==> src/rtl/pc_fetch.sv <==
// Program counter and fetch sequencer for ram512: drives the RAM address, captures the
// combinational read word and offers it downstream over a valid/ready handshake.
module pc_fetch #(
  parameter int ADDR_W     = 9,
  parameter int DATA_W     = 16,
  parameter int RESET_ADDR = 0
) (
  input  logic              clk,
  input  logic              rst_n,
  input  logic              start,
  output logic [ADDR_W-1:0] mem_address,
  input  logic [DATA_W-1:0] mem_out,
  output logic [DATA_W-1:0] instr,
  output logic [ADDR_W-1:0] instr_pc,
  output logic              instr_valid,
  input  logic              instr_ready,
  input  logic              jump_en,
  input  logic [ADDR_W-1:0] jump_addr,
  input  logic              halt,
  output logic              running,
  output logic              wrapped,
  output logic [15:0]       retired
);

  typedef enum logic [1:0] {
    S_IDLE  = 2'd0,
    S_FETCH = 2'd1,
    S_WAIT  = 2'd2
  } state_t;

  localparam logic [ADDR_W-1:0] RESET_PC = ADDR_W'(RESET_ADDR);

  state_t            state;
  logic [ADDR_W-1:0] pc;
  logic [ADDR_W:0]   pc_inc;
  logic              handshake;

  // Extra top bit of the increment is the carry out of the last RAM address.
  assign pc_inc      = {1'b0, pc} + {{ADDR_W{1'b0}}, 1'b1};
  assign handshake   = instr_valid & instr_ready;
  assign mem_address = pc;
  assign running     = (state != S_IDLE);

  // NOTE: all state is updated with non-blocking assignments so every register
  // samples the pre-edge values of its neighbours, independent of statement order.
  always_ff @(posedge clk or negedge rst_n) begin
    if (!rst_n) begin
      state       <= S_IDLE;
      pc          <= RESET_PC;
      instr       <= '0;
      instr_pc    <= '0;
      instr_valid <= 1'b0;
      wrapped     <= 1'b0;
      retired     <= '0;
    end else begin
      case (state)
        S_IDLE: begin
          if (jump_en) pc <= jump_addr;
          if (start) state <= S_FETCH;
        end
        S_FETCH: begin
          instr       <= mem_out;
          instr_pc    <= pc;
          instr_valid <= 1'b1;
          state       <= S_WAIT;
        end
        S_WAIT: begin
          if (handshake) begin
            retired     <= retired + 16'd1;
            instr_valid <= 1'b0;
            if (jump_en) begin
              pc <= jump_addr;
            end else begin
              pc <= pc_inc[ADDR_W-1:0];
              if (pc_inc[ADDR_W]) wrapped <= 1'b1;
            end
            state <= halt ? S_IDLE : S_FETCH;
          end
        end
        default: state <= S_IDLE;
      endcase
    end
  end

endmodule

==> config.mk <==
export PLATFORM = sky130hd
export DESIGN_NAME = pc_fetch
export DESIGN_NICKNAME = d
export VERILOG_FILES = /design/src/rtl/pc_fetch.sv
export SDC_FILE = /design/constraint.sdc
export NUM_CORES = 1
export LEC_CHECK = 0
export ABC_AREA = 1
export CAP_MARGIN = 30
export CORE_MARGIN = 5
export CORE_UTILIZATION = 46
export CTS_BUF_LIST = sky130_fd_sc_hd__clkbuf_2
export DETAILED_ROUTE_END_ITERATION = 7
export MAX_ROUTING_LAYER = met4
export PLACE_DENSITY = 0.87
export SYNTH_ARGS = -nofsm -noshare
export SYNTH_HDL_FRONTEND = slang
export SYNTH_SLANG_ARGS = --single-unit
==> constraint.sdc <==
create_clock -name clk -period 1.7 [get_ports clk]
set_input_delay 0.17 -clock clk [delete_from_list [all_inputs] [get_ports clk]]
set_output_delay 0.17 -clock clk [all_outputs]
set_load 0.05 [all_outputs]
* After elaboration in Yosys (flattened, before gate mapping)
Index checks and enable logic that the tools add are counted.
** Cells by class
- Muxes and demuxes :: 10
- Reduce and logical (&&, ||, !) cells :: 9
- Equality and inequality tests :: 5
- $add $sub $neg :: 2
- Bitwise logic cells :: 2
** Operator list (number)
- $mux W9 :: 3
- $pmux W9 S2 :: 1
- $add A16 B1 Y16 const B :: 1
- $add A9 B1 Y10 const B :: 1
- $ne A2 B2 Y1 const B :: 3
- $pmux W2 S3 :: 1
- $reduce_and A2 Y1 :: 3
- $reduce_bool A2 Y1 :: 3
- $mux W2 :: 2
- $reduce_and A4 Y1 :: 1
- $reduce_and A3 Y1 :: 1
- $eq A2 B1 Y1 const B :: 1
- $eq A2 B2 Y1 const B :: 1
- $logic_not A2 Y1 :: 1
- $mux W1 :: 2
- $pmux W1 S2 :: 1
- $and A1 B1 Y1 :: 1
- $not A1 Y1 :: 1
** Storage, ports and cells
- Word-level logic and storage cells :: 35
- Bits in registers :: 54

* Longest topological paths before layout
- Depth after elaboration :: 4
- Mapped depth :: 8
- Mapped depth without buffers :: 8

* Worst setup path after synthesis
Ideal clock, no wire load.
- Path type :: reg2reg
- From :: register retired[0]
- To :: register retired[14]
- Data arrival time :: 1543 ps
- Cell stages (with the launch flop) :: 9
- Path slack :: 37 ps
- Data required time :: 1580 ps
- Clock period less this slack :: 1663 ps
- Library setup time :: 120 ps
- Cell sequence :: dfrtp_1 ha_1 inv_1 nor2_1 nand2_1 nor2_2 nand3_1 nand2_1 nand2_1
** On the way
- Longest elaborated chain between the ends :: 1
** RTL lines
- start, declared :: RTL line 22 : output logic [15:0] retired
- start signal, assigned :: RTL line 69 : retired <= retired + 16'd1;
- $add A16 B1 Y16 :: RTL line 69
No other way between the ends.
A chain may end at the register's enable or synchronous reset.

* Worst setup path after layout
- From :: register instr_pc[2]
- To :: output instr_pc[2]
** RTL lines
- start, declared :: RTL line 14 : output logic [ADDR_W-1:0] instr_pc,
- start signal, assigned :: RTL line 63 : instr_pc <= pc;
No word-level cell between the ends.

==> results.json <==
{
  "die_area_um2": 7260,
  "cts_htree_levels": 2,
  "cp_data_required_time_ps": 1530,
  "synth_edf_count": 0,
  "hold_slack_ps": 201,
  "wl_um": 6040,
  "ys.flop_type": "dfrtp_1",
  "holdCritPathClass": "input pin to async pin",
  "yosysWarnings": 0,
  "setup_violations": 0,
  "stdcell_count": 442,
  "placed_cells": 432,
  "synth_common_cells": "nand2_1, dfrtp_1, inv_1",
  "critPathSlowestCell": "dlygate4sd2_1",
  "synth_seq_cells": 54,
  "clock-sinks": 54,
  "grt_max_degree": 55,
  "cts_tree": "yes",
  "crit_path_max_fanout": 2,
  "period_minus_slack_ps": 1570,
  "synth-seq-area-share_pct": 51.9,
  "synth_top_area_share_pct": 51.9,
  "cp.arrival_ps": 1400,
  "maxSlewViolCount": 0,
  "fin_util_pct": 64.0,
  "cap_violations": 0,
  "startpoint_type": "flip-flop",
  "drc": 0,
  "fmax_mhz": 635,
  "initial_core_util_pct": 47.3,
  "grt_pass1_vias": 2217,
  "hold_viol": 0,
  "diodes": 0,
  "cts_inserted_buffers": 5,
  "die_h_um": 85.2,
  "antenna_found_initial": 0,
  "yosysMostFrequentCell": "nand2_1",
  "cp_top_family": "buffers and inverters",
  "worst_slew_margin_rel_pct": 64.7,
  "crit_type": "flip-flop to output pin",
  "place_congestion": 0.842,
  "synthesis.nets": 310,
  "wl_per_cell_um": 13.7,
  "ir_drop_mv": 0.979,
  "area_growth_pct": 35.4,
  "row_count": 27,
  "die_x_um": 85.2,
  "mappedNetlistArea_um2": 2600,
  "grt_first_pass_wirelength_um": 10200,
  "rsz0062_at_grt": "false",
  "critPathBufInv": 1,
  "total_power_mw": 6.92,
  "endpoint_kind": "output pin",
  "io_buffers": 83,
  "fin_tns_setup_ps": 0,
  "slowest_delay_ps": 540,
  "num-nets-final": 402,
  "cts_root_buf": "clkbuf_2",
  "drtPass1Iterations": 4,
  "grt_usage_pct": 17.8,
  "yosys-top-cells-area": "dfrtp_1, nand2_1, mux2_2",
  "viasPerCell": 4.96,
  "power_per_cell_area_nw_per_um2": 1960,
  "worst_clock_skew_ps": 33.9,
  "clockBufferDepth": 2,
  "run_status": "finished, final reports clean",
  "drtIter0Drc": 96,
  "syn_inst": 277,
  "synth_top_cell_by_area": "dfrtp_1",
  "ant_nets": 0,
  "rrSetupSlack_ps": 230,
  "post_synth.cell_area_avg_um2": 9.40,
  "dp_hpwl_um": 4640,
  "crit_chain": "dlygate4sd2_1",
  "drive_gt1_share_pct": 22.2,
  "grt.overflow.total": 0,
  "core_um2": 5510,
  "boundaryPins": 84,
  "p_leak_nw": 1.73,
  "worst_skew_pair.late_latency_ps": 450,
  "yosys.cell_types.count": 30,
  "worstMarginPinSlew_ps": 528,
  "synthArstFlopShare_pct": 100,
  "clk_pin_slew_ps": 290,
  "route.vias.total": 2194,
  "fin_crit_sh_pct": 92.6
}
[sequential cells by signal, indices dropped and copies added (netlist names)]
| register | cells |
|---|---|
| instr_valid | 1 |
| mem_address | 9 |
| retired | 16 |
| wrapped | 1 |
| state | 2 |
| instr_pc | 9 |
| instr | 16 |
[report_power, final]
group          switching [mW]  internal, mW
clock network           0.411         0.390
registers               0.386          1.77
logic                    2.73          1.23
[repair_timing]
action | in CTS | in global routing
resized for setup | 23 | 1
hold buffers | 1 | 0
hold endpoints to repair | 54 | 0
setup endpoints to repair | 23 | 3
setup buffers | 0 | 1
gates cloned | 0 | 0
[layer usage]
metal / track usage (%) / vias to the layer above / routed length [µm]
met5: - / - / 0
met4: 4.46 / 0 / 37
met3: 4.08 / 4 / 348
met2: 29.7 / 66 / 3040
met1: 21.8 / 1063 / 2620
li1: - / 1061 / -
[path summary, 6_finish.rpt]
| check | endpoint | startpoint | cells after the start |
|---|---|---|---|
| max reg2reg | retired[14] | retired[1] | 8 |
| min reg2reg | instr_pc[0] | instr_pc[0] | 2 |
| max | instr_pc[2] | instr_pc[2] | 1 |
| min in group clk | mem_address[1] | jump_addr[1] | 3 |
| min | retired[11] | rst_n | 3 |
| max in group asynchronous | instr[5] | rst_n | 3 |
[cells in the final DEF (no fill, tap or decap), types with 5 or more instances in the layout]
cell type,count
nand2_1,74
dfrtp_1,54
buf_4,36
inv_1,32
clkdlybuf4s50_1,29
dlygate4sd2_1,23
mux2_2,18
o21ai_0,18
nor2_1,14
nand3_1,12
nor2_2,6
xor2_1,6
xnor2_1,6
nand4_1,5
a21oi_1,5
clkbuf_2,5
[cells by family (layout without fill, tap and decap cells)]
logic type               after synthesis  in the layout  share of synthesized area (%)
AO/OA/AOI/OAI                         32             32                           7.36
buffers and inverters                 39            132                           6.97
XOR/XNOR                              12             12                           4.04
multiplexers                          18             18                           7.79
adder cells (fa/ha/maj)                2              2                          0.961
AND/OR/NAND/NOR                      120            120                           21.0
flip-flops                            54             54                           51.9
[final cells by class]
cell class                      instances  area [µm²]
Multi-Input combinational cell        184        1070
Inverter                               33         124
Fill cell                             473        1980
Clock buffer                            5        25.0
Timing Repair Buffer                   91         797
Tap cell                               72        90.1
Clock inverter                          3        63.8
Sequential cell                        54        1350
[metrics by stage]
stage               worst slack, ps  instance area, µm²
finish                          126                3520
global route                   1.05                3520
CTS                            78.8                3510
detailed placement              160                3440
global placement                206                3440
floorplan                      37.1                2600
(Power assumes the default switching activity.)
==> RTL edit 1, RTL diff (config.mk and constraints unchanged) <==
The parameter `ADDR_W` goes from 9 to 11.
--- a/src/rtl/pc_fetch.sv
+++ b/src/rtl/pc_fetch.sv
@@ -3,3 +3,3 @@
 module pc_fetch #(
-  parameter int ADDR_W     = 9,
+  parameter int ADDR_W     = 11,
   parameter int DATA_W     = 16,
Interface: changed (resized instr_pc, jump_addr and mem_address); port bits go from 84 to 90. The function was not compared with the original's and may differ.
==> RTL edit 1 against the unedited design <==
  * First-iteration DRC count up 7.3%
  * Non-clock buffer count up 4
  * Largest cell class unchanged
  * Highest routed layer unchanged
  * Fmax down 1.9%
  * Wire length grew 16%
  * Sequential cell count is 4 higher
  * Combinational power is 9.6% higher
  * Power increased by 7.0%
  * Worst setup slack worse by 0.031 ns
  * Design area rose by 7.3%
  * Largest power group unchanged
  * Area after synthesis rose by 9.4%
==> RTL edit 1: results (changes against the unedited design) <==
| Metric | Value |
|---|---|
| Final hold slack | 0.190 ns (-0.0116 ns) |
| Clk Latency, worst-skew pair | 0.48 ns (+0.03 ns) |
| Worst-Margin Slew | 0.508 ns (-0.0201 ns) |
| Routed wl met3 | 510 um (+47%) |
| Top cells by area, synth | dfrtp_1 51%, nand2_1 13%, mux2_2 7.1% |
| Met3 Usage GRT | 0.0493 (+0.00857) |
| Worst Reg-to-Reg Cells | 7 (-1) |
| CP startpoint | retired[12] |
| Pin count of the biggest net entering global routing | 59 (+7.3%) |
| Pre-antenna DRT Iters | 4 (unchanged) |
| Largest vdd supply drop | 1.40 mV (+43%) |
| R2R Path End | mem_address[6] |
| WL met2 | 3.39 mm (+12%) |
| Initial antenna violation count | 0 (unchanged) |
| Port buffer count | 89 (+7.2%) |
| Htree depth | 3 (+1) |
| Nets@finish | 456 (+13%) |
| Clk Tree Root Cell | clkbuf_2 |
| Reg-to-reg slack, setup | 0.15 ns (-0.08 ns) |
| Sequential fraction of the synthesis area | 0.510 (-0.00934) |
| Worst-path maximum fanout | 3 (+1) |
| GPL Wtd Cong | 0.887 (+5.3%) |
| Clock Skews | 0.0224 ns (-0.0115 ns) |
| GRT Total Usage | 0.203 (+0.0250) |
| GR Layer Usage met1 | 0.243 (+0.0243) |
| M1 wire length | 2.89 mm (+10%) |
| Leakage Power | 1.85 nW (+7.4%) |
| Cts bufs inserted | 9 (+4) |
| Syn_nets | 358 (+15%) |
| Via Count | 2,531 (+15%) |
| CTS clk-pin slew, worst paths | 0.14 ns (-0.15 ns) |
| CP Data Arrival Time | 1.43 ns (+0.03 ns) |
| Ys Warns | 0 (unchanged) |
| Worst r2r src | mem_address[1] |
| Drt wl/cell | 14.0 um (+2.7%) |
| Critical Path Sink | retired[12] |
| Placed cell area | 3730 sq um (+8.4%) |
| Met2 usage | 0.325 (+0.0272) |
| Global-route wire length before repair | 11.8 mm (+15%) |
| Share of layout cells above drive strength 1 | 0.203 (-0.0183) |
| Status | finished, final reports clean |
| Post-synth top cells | 99 x nand2_1, 58 x dfrtp_1, 35 x inv_1, 23 x nor2_1, 23 x o21ai_0 |
| Post-DP HPWL | 5.25 mm (+13%) |
| Net Switching | 4.00 mW (+13%) |
| Crit-path slowest cell | dlygate4sd2_1 |
| Fillers | 508 (+7.4%) |
| DRT iter0 DRCs | 103 (+7.3%) |
| Synth unique cells | 26 (-13%) |
RTL edit 1: cell count changes after synthesis, moves of 2 or more:
cell and delta:
o21ai_0 +5, nand4_4 +2, nor2_1 +8, buf_2 +2
xnor2_1 -2, nor2_2 -3, nand2_1 +25, a21oi_1 +3
nor3_1 +2, o21ai_1 +4, dfrtp_1 +4, nand3_1 +2
inv_1 +3
RTL edit 1: stage by stage:
stage                     worst slack [ns]  std cells  power, mW   util
final                               0.0952        498       7.41  0.635
after global routing                0.0149        498       7.91  0.635
after CTS                           0.0590        498       7.49  0.635
after detailed placement            0.0996        484       6.99  0.626
after global placement               0.120        484       6.88  0.626
after floorplan                     0.0262        323       5.53      -
RTL edit 1: timing repair:
action,CTS,global route
hold endpoints to repair,58,0
hold buffers,1,0
setup buffers,0,0
setup endpoints to repair,18,0
resized for setup,18,0
RTL edit 1: cell type report:
type,instances,share of cell area
Clock buffer,11,0.0146
Clock inverter,2,0.00199
Inverter,35,0.0347
Multi-Input combinational cell,222,0.318
Sequential cell,58,0.384
Tap cell,75,0.0248
Timing Repair Buffer,95,0.222
RTL edit 1: cells by family (layout without fill, tap and decap cells):
kind of cell / Yosys count / in the layout / share of synthesized area
AND/OR/NAND/NOR: 153 / 153 / 0.239
flip-flops: 58 / 58 / 0.510
buffers and inverters: 43 / 143 / 0.0673
AO/OA/AOI/OAI: 39 / 39 / 0.0730
multiplexers: 18 / 18 / 0.0712
XOR/XNOR: 10 / 10 / 0.0308
adder cells (fa/ha/maj): 2 / 2 / 0.00879
RTL edit 1: power by group through the flow:
stage                     clock network (mW)  logic (mW)  registers [mW]
after floorplan                            0        1.35            4.18
after global placement                     0        4.46            2.42
after detailed placement                   0        4.54            2.45
after CTS                              0.671        4.40            2.41
after global routing                   0.729        4.69            2.50
final                                  0.639        4.35            2.42
==> RTL edit 2, RTL diff (same settings) <==
Without the edit above. Re-encode `state_t` (3 states) as one-hot, 3 bits wide.
--- a/src/rtl/pc_fetch.sv
+++ b/src/rtl/pc_fetch.sv
@@ -24,6 +24,6 @@
 
-  typedef enum logic [1:0] {
-    S_IDLE  = 2'd0,
-    S_FETCH = 2'd1,
-    S_WAIT  = 2'd2
+  typedef enum logic [2:0] {
+    S_IDLE  = 3'b001,
+    S_FETCH = 3'b010,
+    S_WAIT  = 3'b100
   } state_t;
Check against the original RTL: same outputs for any inputs over 10 cycles, from zero or initial values and one cycle with rst_n low; not proved beyond that.
==> RTL edit 2 against the unedited design <==
  * Worst setup slack got worse by 0.028 ns
  * Die area rose by 3.7%
  * Sequential cell count rose by 1
  * Design area is 1.6% higher
  * Power fell by 2.9%
  * Wire length is 1.3% higher
  * Worst hold slack improved by 0.0091 ns
  * Area after synthesis is 4.2% higher
  * Largest cell class unchanged
==> RTL edit 2: results (changes against the unedited design) <==
| Metric | Value |
|---|---|
| Post-DP HPWL | 4.63 mm (-0.30%) |
| Placed cell area | 3550 sq um (+3.2%) |
| Status | finished, final reports clean |
| Cts bufs inserted | 5 (unchanged) |
| CP Data Arrival Time | 1.43 ns (+0.03 ns) |
| Setup bufs post-CTS | 0 (unchanged) |
| GPL Wtd Cong | 0.810 (-3.8%) |
| Clk Latency, worst-skew pair | 0.44 ns |
| Post-CTS Resized | 19 (-17%) |
| Reg-to-reg slack, setup | 0.19 ns (-0.04 ns) |
| Sequential fraction of the synthesis area | 0.508 (-0.0112) |
| Worst-Margin Slew | 0.513 ns (-0.0151 ns) |
| Leakage Power | 1.80 nW (+4.2%) |
| Synth unique cells | 32 (+6.7%) |
| WL final | 6.12 mm (+1.3%) |
| Share of layout cells above drive strength 1 | 0.211 (-0.0101) |
| Pin count of the biggest net entering global routing | 56 (+1.8%) |
| Top cells by area, synth | dfrtp_1 50%, nand2_1 12%, mux2_4 7.2% |
| Number of global-route vias before repair | 2,129 (-4.0%) |
| CP startpoint | state[0] |
| Post-synth top cells | 88 x nand2_1, 54 x dfrtp_1, 25 x inv_1, 22 x nor2_1, 19 x nand3_1 |
| Clk buf depth | 2 (unchanged) |
| Worst Reg-to-Reg Cells | 8 (unchanged) |
| Sequential power share | 0.331 (+0.020) |
| GRT Total Usage | 0.172 (-0.00583) |
| Hold buffers post-CTS | 1 (unchanged) |
| FFs w/ async S/R, synth | 1.00 (unchanged) |
| Nets@finish | 415 (+3.2%) |
| Critical path's largest stage delay | 0.64 ns (+0.10 ns) |
| Clk Tree Root Cell | clkbuf_2 |
| R2R Path End | mem_address[8] |
| DRT iter0 DRCs | 66 (-31%) |
| Worst-path maximum fanout | 6 (+4) |
| Largest vdd supply drop | 0.931 mV (-4.9%) |
| Fillers | 512 (+8.2%) |
| Final hold slack | 0.211 ns (+0.00908 ns) |
| Syn_nets | 325 (+4.8%) |
| Vias per cell | 4.79 (-3.5%) |
| CTS clk-pin slew, worst paths | 0.27 ns (-0.02 ns) |
| Global-route wire length before repair | 10.0 mm (-1.8%) |
| Clock Skews | 0.0184 ns (-0.0155 ns) |
| Cell family with most CP delay | flip-flops |
| Pre-CTS setup slack | 0.142 ns (-0.0176 ns) |
| Crit-path slowest cell | dfstp_2 |
| Port buffer count | 83 (unchanged) |
| Largest registers | instr x16, retired x16 |
| Initial antenna violation count | 0 (unchanged) |
| Worst r2r src | mem_address[0] |
| Switching fraction of total power | 0.522 (+0.0120) |
==> RTL edit 2: cell types whose count changed after synthesis, sizes merged, moves of 2 or more <==
cell,unedited run,this run
a21oi,7,1
inv,33,28
nand2,78,91
nand3,12,21
nor2,22,27
o211ai,2,0
or2,1,5
==> RTL edit 2: stage by stage <==
stage	std cells	utilization	total power, mW
4_1_cts	458	0.615	6.78
3_5_place_dp	449	0.611	6.44
6_report	458	0.615	6.72
2_1_floorplan	292	-	5.14
3_3_place_gp	449	0.611	6.33
5_1_grt	458	0.615	7.13
==> RTL edit 2: worst max-delay path by stage <==
stage | end | slack, ns | cells after the start
after floorplan | retired[10] | 0.03 | 8
after global placement | retired[10] | 0.20 | 8
after detailed placement | retired[10] | 0.14 | 8
after CTS | running | 0.07 | 2
after global routing | running | 0.006 | 2
final | running | 0.1 | 2
==> RTL edit 2: area by class of cell <==
class	instances	area, sq um	area share
clock inverters	3	15.0	0.00420
multi-input cells	204	1180	0.329
well taps	75	93.8	0.0262
inverters	28	108	0.0301
repair buffers	88	782	0.219
flip-flops and latches	55	1380	0.385
clock buffers	5	25.0	0.00699
==> RTL edit 2: cells by family (layout without fill, tap and decap cells) <==
logic type               count (synthesis)  count (layout)  synth area share
AND/OR/NAND/NOR                        151             151             0.253
flip-flops                              55              55             0.508
buffers and inverters                   33             124            0.0581
AO/OA/AOI/OAI                           21              21            0.0401
multiplexers                            18              18            0.0928
XOR/XNOR                                12              12            0.0388
adder cells (fa/ha/maj)                  2               2           0.00923
==> RTL edit 2: routing by layer <==
metal | up-vias | track usage | share of wire
met4 | 0 | 0.0382 | 0.011
met5 | - | - | 0
met2 | 73 | 0.279 | 0.48
met3 | 8 | 0.0371 | 0.067
met1 | 1005 | 0.223 | 0.45
li1 | 1107 | - | -
